==> src/rtl/alu_exec_unit.sv <==
// alu_exec_unit: multi-cycle execute stage feeding the flag register.
// Define ALU_MUL_EN to include the iterative shift-add multiplier on opcode 8.
module alu_exec_unit #(
  parameter int WIDTH = 8
) (
  input  logic             clk,
  input  logic             rst_n,
  input  logic             start,
  input  logic [3:0]       op,
  input  logic [WIDTH-1:0] a,
  input  logic [WIDTH-1:0] b,
  output logic             busy,
  output logic [WIDTH-1:0] result,
  output logic             C,
  output logic             N,
  output logic             Z,
  output logic             OV,
  output logic             execute,
  output logic             illegal
);

  localparam logic [3:0] OP_ADD = 4'd0;
  localparam logic [3:0] OP_SUB = 4'd1;
  localparam logic [3:0] OP_AND = 4'd2;
  localparam logic [3:0] OP_OR  = 4'd3;
  localparam logic [3:0] OP_XOR = 4'd4;
  localparam logic [3:0] OP_NOT = 4'd5;
  localparam logic [3:0] OP_SHL = 4'd6;
  localparam logic [3:0] OP_SHR = 4'd7;
`ifdef ALU_MUL_EN
  localparam logic [3:0] OP_MUL = 4'd8;
  localparam int         CW     = $clog2(WIDTH + 1);
`endif

  typedef enum logic [1:0] {
    ST_IDLE = 2'd0,
    ST_EXEC = 2'd1,
    ST_MUL  = 2'd2
  } state_t;

  state_t           state_q, state_d;
  logic [3:0]       op_q, op_d;
  logic [WIDTH-1:0] a_q, a_d;
  logic [WIDTH-1:0] b_q, b_d;
  logic [WIDTH-1:0] result_q, result_d;
  logic             c_q, c_d;
  logic             n_q, n_d;
  logic             z_q, z_d;
  logic             ov_q, ov_d;
  logic             execute_q, execute_d;
  logic             illegal_q, illegal_d;

  logic [WIDTH-1:0] b_op;
  logic [WIDTH:0]   add_sum;
  logic [WIDTH-1:0] alu_res;
  logic             alu_c;
  logic             alu_ov;
  logic             alu_legal;

`ifdef ALU_MUL_EN
  logic [2*WIDTH-1:0] acc_q, acc_d;
  logic [2*WIDTH-1:0] mcand_q, mcand_d;
  logic [WIDTH-1:0]   mplier_q, mplier_d;
  logic [CW-1:0]      cnt_q, cnt_d;
  logic [2*WIDTH-1:0] acc_sum;

  assign acc_sum = acc_q + (mplier_q[0] ? mcand_q : {2*WIDTH{1'b0}});
`endif

  // Single-cycle datapath; SUB reuses the adder as a + ~b + 1.
  always_comb begin
    b_op      = (op_q == OP_SUB) ? ~b_q : b_q;
    add_sum   = {1'b0, a_q} + {1'b0, b_op} + {{WIDTH{1'b0}}, (op_q == OP_SUB)};
    alu_res   = '0;
    alu_c     = 1'b0;
    alu_ov    = 1'b0;
    alu_legal = 1'b1;
    case (op_q)
      OP_ADD, OP_SUB: begin
        alu_res = add_sum[WIDTH-1:0];
        alu_c   = add_sum[WIDTH];
        alu_ov  = (a_q[WIDTH-1] == b_op[WIDTH-1]) &&
                  (add_sum[WIDTH-1] != a_q[WIDTH-1]);
      end
      OP_AND: alu_res = a_q & b_q;
      OP_OR:  alu_res = a_q | b_q;
      OP_XOR: alu_res = a_q ^ b_q;
      OP_NOT: alu_res = ~a_q;
      OP_SHL: begin
        alu_res = {a_q[WIDTH-2:0], 1'b0};
        alu_c   = a_q[WIDTH-1];
        alu_ov  = a_q[WIDTH-1] ^ a_q[WIDTH-2];
      end
      OP_SHR: begin
        alu_res = {1'b0, a_q[WIDTH-1:1]};
        alu_c   = a_q[0];
      end
      default: alu_legal = 1'b0;
    endcase
  end

  always_comb begin
    state_d   = state_q;
    op_d      = op_q;
    a_d       = a_q;
    b_d       = b_q;
    result_d  = result_q;
    c_d       = c_q;
    n_d       = n_q;
    z_d       = z_q;
    ov_d      = ov_q;
    execute_d = 1'b0;
    illegal_d = 1'b0;
`ifdef ALU_MUL_EN
    acc_d     = acc_q;
    mcand_d   = mcand_q;
    mplier_d  = mplier_q;
    cnt_d     = cnt_q;
`endif
    case (state_q)
      ST_IDLE: begin
        if (start) begin
          op_d    = op;
          a_d     = a;
          b_d     = b;
          state_d = ST_EXEC;
        end
      end
      ST_EXEC: begin
        state_d = ST_IDLE;
`ifdef ALU_MUL_EN
        if (op_q == OP_MUL) begin
          acc_d    = '0;
          mcand_d  = {{WIDTH{1'b0}}, a_q};
          mplier_d = b_q;
          cnt_d    = CW'(WIDTH);
          state_d  = ST_MUL;
        end else
`endif
        if (alu_legal) begin
          result_d  = alu_res;
          c_d       = alu_c;
          ov_d      = alu_ov;
          n_d       = alu_res[WIDTH-1];
          z_d       = (alu_res == '0);
          execute_d = 1'b1;
        end else begin
          illegal_d = 1'b1;
        end
      end
      ST_MUL: begin
`ifdef ALU_MUL_EN
        acc_d    = acc_sum;
        mcand_d  = {mcand_q[2*WIDTH-2:0], 1'b0};
        mplier_d = {1'b0, mplier_q[WIDTH-1:1]};
        cnt_d    = cnt_q - CW'(1);
        // Last partial product is folded in on the same edge the result is published.
        if (cnt_q == CW'(1)) begin
          result_d  = acc_sum[WIDTH-1:0];
          c_d       = |acc_sum[2*WIDTH-1:WIDTH];
          ov_d      = |acc_sum[2*WIDTH-1:WIDTH];
          n_d       = acc_sum[WIDTH-1];
          z_d       = (acc_sum[WIDTH-1:0] == '0);
          execute_d = 1'b1;
          state_d   = ST_IDLE;
        end
`else
        state_d = ST_IDLE;
`endif
      end
      default: state_d = ST_IDLE;
    endcase
  end

  always_ff @(posedge clk or negedge rst_n) begin
    if (!rst_n) begin
      state_q   <= ST_IDLE;
      op_q      <= '0;
      a_q       <= '0;
      b_q       <= '0;
      result_q  <= '0;
      c_q       <= 1'b0;
      n_q       <= 1'b0;
      z_q       <= 1'b0;
      ov_q      <= 1'b0;
      execute_q <= 1'b0;
      illegal_q <= 1'b0;
`ifdef ALU_MUL_EN
      acc_q     <= '0;
      mcand_q   <= '0;
      mplier_q  <= '0;
      cnt_q     <= '0;
`endif
    end else begin
      state_q   <= state_d;
      op_q      <= op_d;
      a_q       <= a_d;
      b_q       <= b_d;
      result_q  <= result_d;
      c_q       <= c_d;
      n_q       <= n_d;
      z_q       <= z_d;
      ov_q      <= ov_d;
      execute_q <= execute_d;
      illegal_q <= illegal_d;
`ifdef ALU_MUL_EN
      acc_q     <= acc_d;
      mcand_q   <= mcand_d;
      mplier_q  <= mplier_d;
      cnt_q     <= cnt_d;
`endif
    end
  end

  assign busy    = (state_q != ST_IDLE);
  assign result  = result_q;
  assign C       = c_q;
  assign N       = n_q;
  assign Z       = z_q;
  assign OV      = ov_q;
  assign execute = execute_q;
  assign illegal = illegal_q;

endmodule

==> config.mk <==
export PLATFORM = sky130hd
export DESIGN_NAME = alu_exec_unit
export DESIGN_NICKNAME = d
export VERILOG_FILES = /design/src/rtl/alu_exec_unit.sv
export SDC_FILE = /design/constraint.sdc
export NUM_CORES = 1
export LEC_CHECK = 0
export CAP_MARGIN = 20
export CELL_PAD_IN_SITES_DETAIL_PLACEMENT = 0
export CELL_PAD_IN_SITES_GLOBAL_PLACEMENT = 1
export CORE_ASPECT_RATIO = 0.5
export CORE_MARGIN = 2
export CORE_UTILIZATION = 42
export CTS_CLUSTER_DIAMETER = 100
export DETAILED_ROUTE_END_ITERATION = 16
export PLACE_DENSITY_LB_ADDON = 0.12
export SYNTH_ARGS = -nofsm -noshare
export SYNTH_HDL_FRONTEND = slang
export SYNTH_SLANG_ARGS = --single-unit
==> constraint.sdc <==
create_clock -name clk -period 3.9 [get_ports clk]
set_clock_uncertainty 0.1 [all_clocks]
set_input_delay 0.78 -clock clk [delete_from_list [all_inputs] [get_ports clk]]
set_output_delay 0.78 -clock clk [all_outputs]
set_load 0.02 [all_outputs]
## Word level (Yosys, flattened, before mapping)

Cells that the tools add are included.

| word-level totals | value |
|---|---|
| word-level logic and storage cells | 50 |
| bits of input ports | 23 |
| bits in registers | 36 |

| operators by class | value |
|---|---|
| equality and inequality tests | 11 |
| bitwise gates (word level) | 6 |
| multiplexer cells | 11 |
| reduce and logical (&&, ||, !) cells | 9 |
| $add $sub $neg | 2 |

Operators with widths:

| kind | count |
|---|---|
| 8-bit one-hot mux with 7 select lines | 1 |
| 4-bit by 3-bit equality test with 1-bit output (second input constant) | 4 |
| 8-bit NOT | 2 |
| 8-bit by 8-bit adder with 9-bit output | 1 |
| 9-bit by 1-bit adder with 9-bit output | 1 |
| 8-bit AND | 1 |
| 4-bit by 2-bit equality test with 1-bit output (second input constant) | 2 |
| 8-bit logical NOT | 1 |
| 8-bit two-way mux | 1 |
| 8-bit OR | 1 |
| 8-bit OR reduction | 1 |
| 8-bit bitwise XOR | 1 |
| 1-bit two-way mux | 5 |
| 4-bit by 1-bit equality test with 1-bit output (second input constant) | 1 |
| 4-bit logical NOT | 1 |
| 2-bit two-way mux | 2 |
| 2-bit AND reduction | 2 |
| 1-bit one-hot mux with 3 select lines | 1 |
| 2-bit by 1-bit equality test with 1-bit output (second input constant) | 1 |
| 2-bit logical NOT | 1 |
| 2-bit inequality test (second input constant) | 1 |
| 1-bit one-hot mux with 2 select lines | 1 |
| 2-bit nonzero test | 1 |
| 2-bit OR reduction | 1 |
| 4 further kinds | 4 |

## Logic depth before layout (Yosys ltp)

Gate-level depths: netlist (run 1).

| logic depth | value |
|---|---|
| depth in word-level cells | 7 |
| gate-level depth with buffers | 12 |

## Worst setup path after synthesis (run 1)

OpenSTA, ideal clock, no wires.

| timing | value |
|---|---|
| path type | flip-flop to flip-flop |
| from | register op_q[1] |
| to | register z_q (netlist: Z) |
| stages on the path, launching flop included | 12 |
| path buffers | 1 |
| path slack | 0.827 ns |
| arrival time | 2.870 ns |
| library setup time | 0.104 ns |
| cell sequence | dfrtp_1 buf_6 nand2b_1 nor3_2 xnor2_1 fa_1 a211oi_1 o21bai_1 mux2i_1 a211oi_1 inv_1 o41ai_2 |

| between the ends | value |
|---|---|
| word-level cells in the longest chain between the ends | 6 |
| elaborated cells on any way between the ends | 17 |

RTL lines:

| item | RTL line | source |
|---|---|---|
| start: declaration | 42 | `logic [3:0] op_q, op_d;` |
| start signal: assignment | 196 | `op_q <= op_d;` |
| 4-bit by 1-bit equality test with 1-bit output | 72, 73, 78 |  |
| 8-bit two-way mux | 72 | `b_op = (op_q == OP_SUB) ? ~b_q : b_q;` |
| 8-bit by 8-bit adder with 9-bit output | 73 | `add_sum = {1'b0, a_q} + {1'b0, b_op} + {{WIDTH{1'b0}}, (op_q == OP_SUB)};` |
| 9-bit by 1-bit adder with 9-bit output | 73 |  |
| 8-bit one-hot mux with 7 select lines | 78 | `case (op_q)` |
| 8-bit logical NOT | 145 | `z_d = (alu_res == '0);` |
| end signal: assignment | 202 | `z_q <= z_d;` |
| end: declaration | 48 | `logic z_q, z_d;` |

Several ways; a longest one is shown, not always the timed one.
A chain may end at the register's enable or synchronous reset.

## Final worst setup path (run 1)

Same ends and word-level chain as after synthesis.

==> impl_metrics.env, run 1 <==
export IMPL_status="finished, final reports clean"
export IMPL_finalNonFillerCells=394
export IMPL_crit_path_end_kind="flip-flop"
export IMPL_numCtsBuffers=5
export IMPL_tritoncts="yes"
export IMPL_cp_startpoint="op_q[1]$_DFFE_PN0P_"
export IMPL_vias_per_cell=5.320
export IMPL_finalWorstSetupSlack_ns=0.9117
export IMPL_timing_slew_headroom_pct=50.24
export IMPL_synth_cell_types=61
export IMPL_finalMaxSlewViolations=0
export IMPL_drv_cap=0
export IMPL_drive_gt1_share_pct=10.09
export IMPL_hpwl_microns=5051
export IMPL_drc=0
export IMPL_die_area_sq_um=6802
export IMPL_rows=20
export IMPL_critPathRequiredTime_ns=3.98
export IMPL_r2r_end="Z$_DFFE_PN0P_"
export IMPL_num_vias=2096
export IMPL_ant_nets=0
export IMPL_holdWs_ns=0.3722
export IMPL_worstSkewPairLatency_ns=0.28
export IMPL_layout_min_cycle_time_ns=2.988
export IMPL_die_h_microns=59.33
export IMPL_floorplan_die_width_microns=114.7
export IMPL_grt_pass1_vias=1921
export IMPL_power_leakage_nw=1.408
export IMPL_finalSetupTns_ns=0
export IMPL_rrSetupSlack_ns=0.91
export IMPL_yosysSeqAreaShare_pct=33.09
export IMPL_place_congestion=0.8854
export IMPL_hold_class="flip-flop to flip-flop"
export IMPL_grt_ovfl_total=0
export IMPL_hold_viol=0
export IMPL_synth_fp_nets=328
export IMPL_placed_cells=387
export IMPL_final_area_sq_um=3158
export IMPL_grt_max_degree=35
export IMPL_async_reset_ff_share_pct=100.0
export IMPL_portBuffers=37
export IMPL_clkTransAtPathRegs_ns=0.06
export IMPL_antenna_found_initial=0
export IMPL_syn_area_sq_um=2571
export IMPL_yosys_area_top_type="dfrtp_1"
export IMPL_synth_ff_type="dfrtp_1"
export IMPL_area_growth_pct=22.82
export IMPL_post_cts_resized=0
export IMPL_cts_hold_buf=0
export IMPL_yosys_register_bits=34
export IMPL_yosys_top_cells_area="dfrtp_1, ha_1, o21ai_0"
export IMPL_dr_pass1_iters=4
export IMPL_dpl_worst_slack_ns=0.9305
export IMPL_start_util_pct=42.99
export IMPL_grtUsageTotal_pct=21.27
export IMPL_finalCritPeriodShare_pct=76.62
export IMPL_min_from="result[1]$_DFFE_PN0P_"
export IMPL_fmax_mhz=334.6
export IMPL_power_density_nw_per_um2=530.8
export IMPL_cp_data_arrival_time_ns=3.07
export IMPL_synthCells=281
export IMPL_setup_viol=0
export IMPL_final_common_cell="clkdlybuf4s50_1"
export IMPL_cp_max_fo=8
export IMPL_r2r_cells=11
export IMPL_final_util_pct=52.80
export IMPL_drt_iter0_drc=151
export IMPL_post_dp_cell_area_sq_um=2989
export IMPL_post_cts_buffers=0
export IMPL_coreArea_sq_um=5981
export IMPL_syn_area_per_cell_sq_um=9.150
export IMPL_peakVddDrop_mv=0.2288
export IMPL_clockRootBuffer="clkbuf_16"
export IMPL_wl_microns=6749
export IMPL_startpoint_type="flip-flop"
export IMPL_finalNetCount=364
export IMPL_final_cell_mix="clkdlybuf4s50_1, dfrtp_1, nand2_1"
export IMPL_synth_edff_count=0
export IMPL_ios=38
export IMPL_wl_per_cell_microns=17.13
export IMPL_cts_htree_levels=2
export IMPL_power_mw=1.676
export IMPL_tightest_slew_ns=0.7431
export IMPL_endpoint="Z$_DFFE_PN0P_"
export IMPL_synth_top_area_share_pct=33.09
export IMPL_rr_startpoint="op_q[1]$_DFFE_PN0P_"
export IMPL_worstSetupPathType="flip-flop to flip-flop"
export IMPL_clk_path_buf_depth=2
export IMPL_n_antenna_cell=0
export IMPL_rsz0062_at_grt="no"
export IMPL_yosysWarnings=0
export IMPL_numClockSinks=34
export IMPL_grt_first_pass_wirelength_microns=10620
sequential cells by signal, indices dropped and copies added (netlist names):
| signal | cells |
|---|---|
| C | 1 |
| OV | 1 |
| Z | 1 |
| a_q | 8 |
| b_q | 8 |
| execute | 1 |
| illegal | 1 |
| op_q | 4 |
| result | 8 |
| state_q | 1 |
power breakdown:
group	internal [mW]	total [mW]	switching, mW
Clock	0.315	0.463	0.148
Combinational	0.332	0.732	0.399
Sequential	0.425	0.482	0.0566
Total	1.07	1.68	0.604
per-layer routing:
metal	global-route usage, %	share of wire (%)
met1	33.69	54
met2	27.81	38
met3	5.828	7.8
met4	5.052	0.74
met5	0	0
kinds of logic after synthesis:
kind of cell	count (synthesis)	synth area share (%)
mux	13	6.277
simple gates	81	16.59
flops	34	33.09
compound gates	79	20.44
buf+inv	38	7.542
xor+xnor	12	4.088
fa+ha+maj	24	11.97
critical path: stages (launching register included):
cell	delay [ns]
dfrtp_1	0.37
nand2b_1	0.21
nor3_2	0.13
buf_4	0.20
xnor2_1	0.13
fa_1	0.47
a211oi_1	0.27
o21bai_1	0.16
mux2i_1	0.14
a211oi_1	0.35
inv_1	0.09
o41ai_2	0.26
synth_stat cells (2+ instances only):
master    instances
dfrtp_1          34
nand2_1          34
o21ai_0          28
ha_1             23
inv_1            21
nor2_1           13
nand2b_1         10
xnor2_1          10
a21oi_1           8
mux2i_1           6
a211oi_1          5
a21o_1            5
buf_2             5
buf_6             5
mux2_2            5
clkbuf_1          4
nor2b_1           4
o21ai_1           4
a31oi_1           3
a32oi_1           3
nor3_1            3
nor3b_1           3
buf_4             2
mux4_2            2
o221ai_1          2
o22ai_1           2
or3_1             2
xor2_1            2
worst min-delay path by stage:
stage          cells past startpoint                     to  slack [ns]
2_1_floorplan                      0          C$_DFFE_PN0P_        0.38
3_3_place_gp                       2  result[1]$_DFFE_PN0P_        0.36
3_5_place_dp                       2          Z$_DFFE_PN0P_        0.36
4_1_cts                            2  result[1]$_DFFE_PN0P_        0.38
5_1_grt                            2          Z$_DFFE_PN0P_        0.39
6_report                           2  result[1]$_DFFE_PN0P_        0.37
cell type report:
type / count / area (sq um)
well taps: 77 / 96.34
repair buffers: 45 / 430.4
multi-input cells: 209 / 1529
clock buffers: 6 / 138.9
flip-flops and latches: 34 / 850.8
fillers: 560 / 2823
inverters: 22 / 82.58
clock inverters: 1 / 30.03
No activity file was read; power rests on OpenSTA's default activity.
==> inputs of run 2 (changes only) <==
==> constraint.sdc (replaced) <==
create_clock -name clk -period 2.9 [get_ports clk]
set_clock_uncertainty 0.1 [all_clocks]
set_input_delay 0.58 -clock clk [delete_from_list [all_inputs] [get_ports clk]]
set_output_delay 0.58 -clock clk [all_outputs]
set_load 0.02 [all_outputs]
==> run 2 against run 1 <==
Maximum frequency up 8.5%. Combinational power up 39%. Sequential power up 36%. Worst hold slack better by 0.0077 ns. Cell count up 1.3%. Critical path type unchanged.
==> impl_metrics.env, run 2 (synthesis results as in run 1) <==
export IMPL_num_vias=2147
export IMPL_peakVddDrop_mv=0.2760
export IMPL_ant_nets=0
export IMPL_portBuffers=37
export IMPL_rsz0062_at_grt="no"
export IMPL_layout_min_cycle_time_ns=2.755
export IMPL_cp_data_arrival_time_ns=2.83
export IMPL_floorplan_die_width_microns=114.7
export IMPL_clk_path_buf_depth=2
export IMPL_finalMaxSlewViolations=0
export IMPL_clockRootBuffer="clkbuf_16"
export IMPL_dr_pass1_iters=4
export IMPL_drv_cap=0
export IMPL_ios=38
export IMPL_antenna_found_initial=0
export IMPL_power_density_nw_per_um2=709.0
export IMPL_crit_path_end_kind="flip-flop"
export IMPL_final_common_cell="clkdlybuf4s50_1"
export IMPL_area_growth_pct=26.23
export IMPL_tritoncts="yes"
export IMPL_start_util_pct=42.99
export IMPL_hold_class="flip-flop to flip-flop"
export IMPL_wl_microns=6485
export IMPL_startpoint_type="flip-flop"
export IMPL_final_cell_mix="clkdlybuf4s50_1, dfrtp_1, nand2_1"
export IMPL_clkTransAtPathRegs_ns=0.05
export IMPL_finalSetupTns_ns=0
export IMPL_grt_first_pass_wirelength_microns=10490
export IMPL_grt_ovfl_total=0
export IMPL_rows=20
export IMPL_coreArea_sq_um=5981
export IMPL_setup_viol=0
export IMPL_critPathRequiredTime_ns=2.98
export IMPL_final_util_pct=54.27
export IMPL_n_antenna_cell=0
export IMPL_wl_per_cell_microns=16.25
export IMPL_grtUsageTotal_pct=20.61
export IMPL_drive_gt1_share_pct=13.35
export IMPL_worstSetupPathType="flip-flop to flip-flop"
export IMPL_power_leakage_nw=1.450
export IMPL_hpwl_microns=4963
export IMPL_drt_iter0_drc=102
export IMPL_drc=0
export IMPL_status="finished, final reports clean"
export IMPL_fmax_mhz=363.0
export IMPL_cts_htree_levels=2
export IMPL_worstSkewPairLatency_ns=0.28
export IMPL_numClockSinks=34
export IMPL_timing_slew_headroom_pct=58.91
export IMPL_finalCritPeriodShare_pct=94.99
export IMPL_numCtsBuffers=5
export IMPL_finalNetCount=369
export IMPL_die_h_microns=59.33
export IMPL_grt_pass1_vias=1977
export IMPL_tightest_slew_ns=0.6150
export IMPL_cp_max_fo=8
export IMPL_die_area_sq_um=6802
export IMPL_hold_viol=0
export IMPL_place_congestion=0.8775
export IMPL_vias_per_cell=5.381
export IMPL_grt_max_degree=35
run 2: cell count changes in the layout (fill, tap and decap cells not counted), sizes merged:
cell  change
buf       +5
run 2: per-stage QoR:
step | std cells | power (mW) | area [sq um] | hold WS, ns | worst slack (ns)
3_3_place_gp | 389 | 1.639 | 3033 | 0.3620 | 0.08357
2_1_floorplan | 281 | 1.334 | 2600 | 0.1844 | 0.04525
5_1_grt | 399 | 2.440 | 3246 | 0.4042 | 0.005547
4_1_cts | 396 | 2.283 | 3207 | 0.3869 | 0.08190
6_report | 399 | 2.301 | 3246 | 0.3799 | 0.1453
3_5_place_dp | 389 | 1.646 | 3033 | 0.3734 | 0.01973
run 2: final timing paths:
| check | start | end | slack (ns) | cells after the start |
|---|---|---|---|---|
| worst max-delay path | op_q[1]$_DFFE_PN0P_ | Z$_DFFE_PN0P_ | 0.15 | 11 |
| worst min-delay path | result[1]$_DFFE_PN0P_ | result[1]$_DFFE_PN0P_ | 0.38 | 2 |
| worst max register to register | op_q[1]$_DFFE_PN0P_ | Z$_DFFE_PN0P_ | 0.15 | 11 |
| worst min register to register | result[1]$_DFFE_PN0P_ | result[1]$_DFFE_PN0P_ | 0.38 | 2 |
| max in group asynchronous | rst_n | b_q[0]$_DFFE_PN0P_ | 1.76 | 2 |
| min in group asynchronous | rst_n | result[2]$_DFFE_PN0P_ | 0.62 | 2 |
run 2: per-layer routing:
metal | GRT usage [%] | vias to the layer above | routed length (microns)
met5 | 0 | - | 0
met4 | 4.530 | 0 | 55
met3 | 4.499 | 7 | 441
met2 | 28.49 | 69 | 2430
met1 | 32.40 | 997 | 3558
li1 | - | 1074 | -
run 2: cell type report:
type                    count  area [sq um]
fillers                   561          2735
flip-flops and latches     34         850.8
multi-input cells         209          1575
clock buffers               6         138.9
repair buffers             50         471.7
well taps                  77         96.34
clock inverters             1         30.03
inverters                  22         82.58
run 2: timing repair:
item	4_1_cts	5_1_grt
hold buffers	0	0
pin swaps	0	4
setup endpoints to repair	1	4
setup buffers	0	3
resized for setup	1	3
cloned	0	0
run 2: report_power, final:
part / total (mW) / internal [mW] / switching (mW)
Combinational: 1.02 / 0.479 / 0.546
Sequential: 0.654 / 0.572 / 0.0818
Clock: 0.622 / 0.424 / 0.198
Total: 2.30 / 1.47 / 0.826
run 2: worst max-delay path, cell delays in order (launching register included):
cell and delay (ns):
dfrtp_1 0.38, nand2b_4 0.17, nor3_4 0.16, buf_6 0.16
xnor2_2 0.11, fa_2 0.41, a211oi_2 0.23, o21bai_1 0.16
mux2i_1 0.16, a211oi_2 0.27, inv_1 0.08, o41ai_2 0.26
==> inputs of run 3 (changes only) <==
--- a/config.mk
+++ b/config.mk
@@ -12,6 +12,7 @@
 export CORE_MARGIN = 2
 export CORE_UTILIZATION = 42
 export CTS_CLUSTER_DIAMETER = 100
+export CTS_CLUSTER_SIZE = 30
 export DETAILED_ROUTE_END_ITERATION = 16
 export PLACE_DENSITY_LB_ADDON = 0.12
 export SYNTH_ARGS = -nofsm -noshare
==> results of run 3 <==
Final layout, timing and power as in run 2 (identical DEF).
==> RTL change: new RTL, settings of run 1 <==
The option `ALU_MUL_EN` is turned on by a define.
--- a/src/rtl/alu_exec_unit.sv
+++ b/src/rtl/alu_exec_unit.sv
@@ -1,5 +1,7 @@
 // alu_exec_unit: multi-cycle execute stage feeding the flag register.
 // Define ALU_MUL_EN to include the iterative shift-add multiplier on opcode 8.
+`define ALU_MUL_EN
+
 module alu_exec_unit #(
   parameter int WIDTH = 8
 ) (
Formal check against the unedited RTL: not equivalent (Yosys sat finds a counterexample within 4 cycles, from zero or initial values and one cycle with rst_n low).
==> RTL change against run 1 <==
Sequential cell count rose by 45. Setup slack got worse by 680 ps. Clock power rose by 110%. Routed wire length rose by 100%. Combinational power rose to 3.5 times the old value. Largest cell class unchanged. Design area rose by 98%. Synthesized area rose by 110%. Via count rose by 110%. Total power rose to 3.0 times the old value. Critical endpoint is now C.
==> RTL change: results <==
metrics = {
    "grt": {
        "grtUsageTotal_pct": 21.4,
        "grt_max_degree": 67,
        "grt_pass1_vias": 4415,
        "grtUsageMet3_pct": 4.22,
        "use_met2_pct": 33.1,
        "gr-usage-met1_pct": 31.2,
        "grt_pass1_wl_mm": 23.2,
    },
    "min_path": {
        "whs_endpoint": "acc_q[0]",
        "hold_start": "acc_q[0]",
    },
    "logic_synthesis": {
        "ys_warn_count": 0,
        "synth_fa_ha_area_share_pct": 10.7,
        "synth.distinct_cells": 69,
        "synth_xor_area_share_pct": 4.07,
        "synth_nets": 655,
        "ys.flop_type": "dfrtp_1",
        "synth_seq_cells": 79,
        "synthTopCellsByCount": "nand2_1 (81), dfrtp_1 (79), ha_1 (43), o21ai_0 (43), inv_1 (30)",
        "ys_seq_area_share_pct": 36.7,
        "synth_area_leaders": "dfrtp_1 (37%), ha_1 (10%), nand2_1 (5.7%), mux2_2 (4.6%), o21ai_0 (4.0%)",
        "synth-compound-area-share_pct": 18.2,
        "muxShareOfSynthArea_pct": 9.16,
    },
    "cts": {
        "insertion_delay_ps": 340,
        "cts_buffers": 9,
        "postCtsSetupBuffers": 0,
        "h-tree-depth": 3,
    },
    "pwr": {
        "p_clk_uw": 992,
        "ir_worst_vdd_uv": 454,
        "p_switching_mw": 2.11,
        "p_leak_nw": 2.83,
        "pwr-share-comb_pct": 51.8,
    },
    "layout": {
        "clk_share_pct": 5.51,
        "multi_input_cells": 446,
        "multi_input_area_share_pct": 50.6,
        "buf_share_pct": 7.07,
        "nNonClkInverters": 31,
        "signal_buffers": 47,
        "top_regs": "acc_q: 16 flops, mcand_q: 16 flops",
        "nets": 682,
        "drive_gt1_share_pct": 10.0,
        "fillCellCount": 1222,
        "seq_share_pct": 31.6,
    },
    "setup_path": {
        "cpPeakStageDelay_ps": 530,
        "reg2reg_slack_ps": 230,
        "worst_r2r_endpoint": "C",
        "cpMaxStageDelayCell": "dfrtp_1",
        "startpoint": "mplier_q[0]",
        "crit_fanout": 17,
        "rr_worst_depth": 10,
        "arrival_ps": 3790,
    },
    "drt": {
        "drtIter0Drc": 232,
        "via_per_inst": 5.54,
        "wl_per_cell_um": 17.3,
        "firstDrtPassIters": 6,
    },
    "status": {
        "outcome": "completed",
    },
    "placement": {
        "globalplace.congestion": 0.840,
        "dpl.hpwl_mm": 9.60,
    },
    "sta": {
        "slew_headroom_pct": 38.1,
    },
}
-- RTL change: cells by family (layout without fill, tap and decap cells) --
family / after synthesis / count (layout)
compound gates: 146 / 146
xor+xnor: 25 / 25
fa+ha+maj: 45 / 45
buf+inv: 62 / 94
flops: 79 / 79
mux: 44 / 44
simple gates: 186 / 186
-- RTL change: stage by stage --
| stage | area [sq um] | hold slack, ps | total power [mW] | instances | setup slack, ps |
|---|---|---|---|---|---|
| 2_1_floorplan | 5380 | 339 | 3.21 | 587 | 479 |
| 3_3_place_gp | 5920 | 365 | 3.95 | 773 | 347 |
| 3_5_place_dp | 5920 | 365 | 3.98 | 773 | 206 |
| 4_1_cts | 6260 | 380 | 4.99 | 789 | 199 |
| 5_1_grt | 6260 | 409 | 5.36 | 789 | 9.89 |
| 6_report | 6260 | 377 | 4.96 | 789 | 233 |
-- RTL change: routing by layer --
metal,wire length (um),part of all wire [%]
met5,0,0
met4,121,0.89
met3,359,2.6
met2,5990,44
met1,7150,52
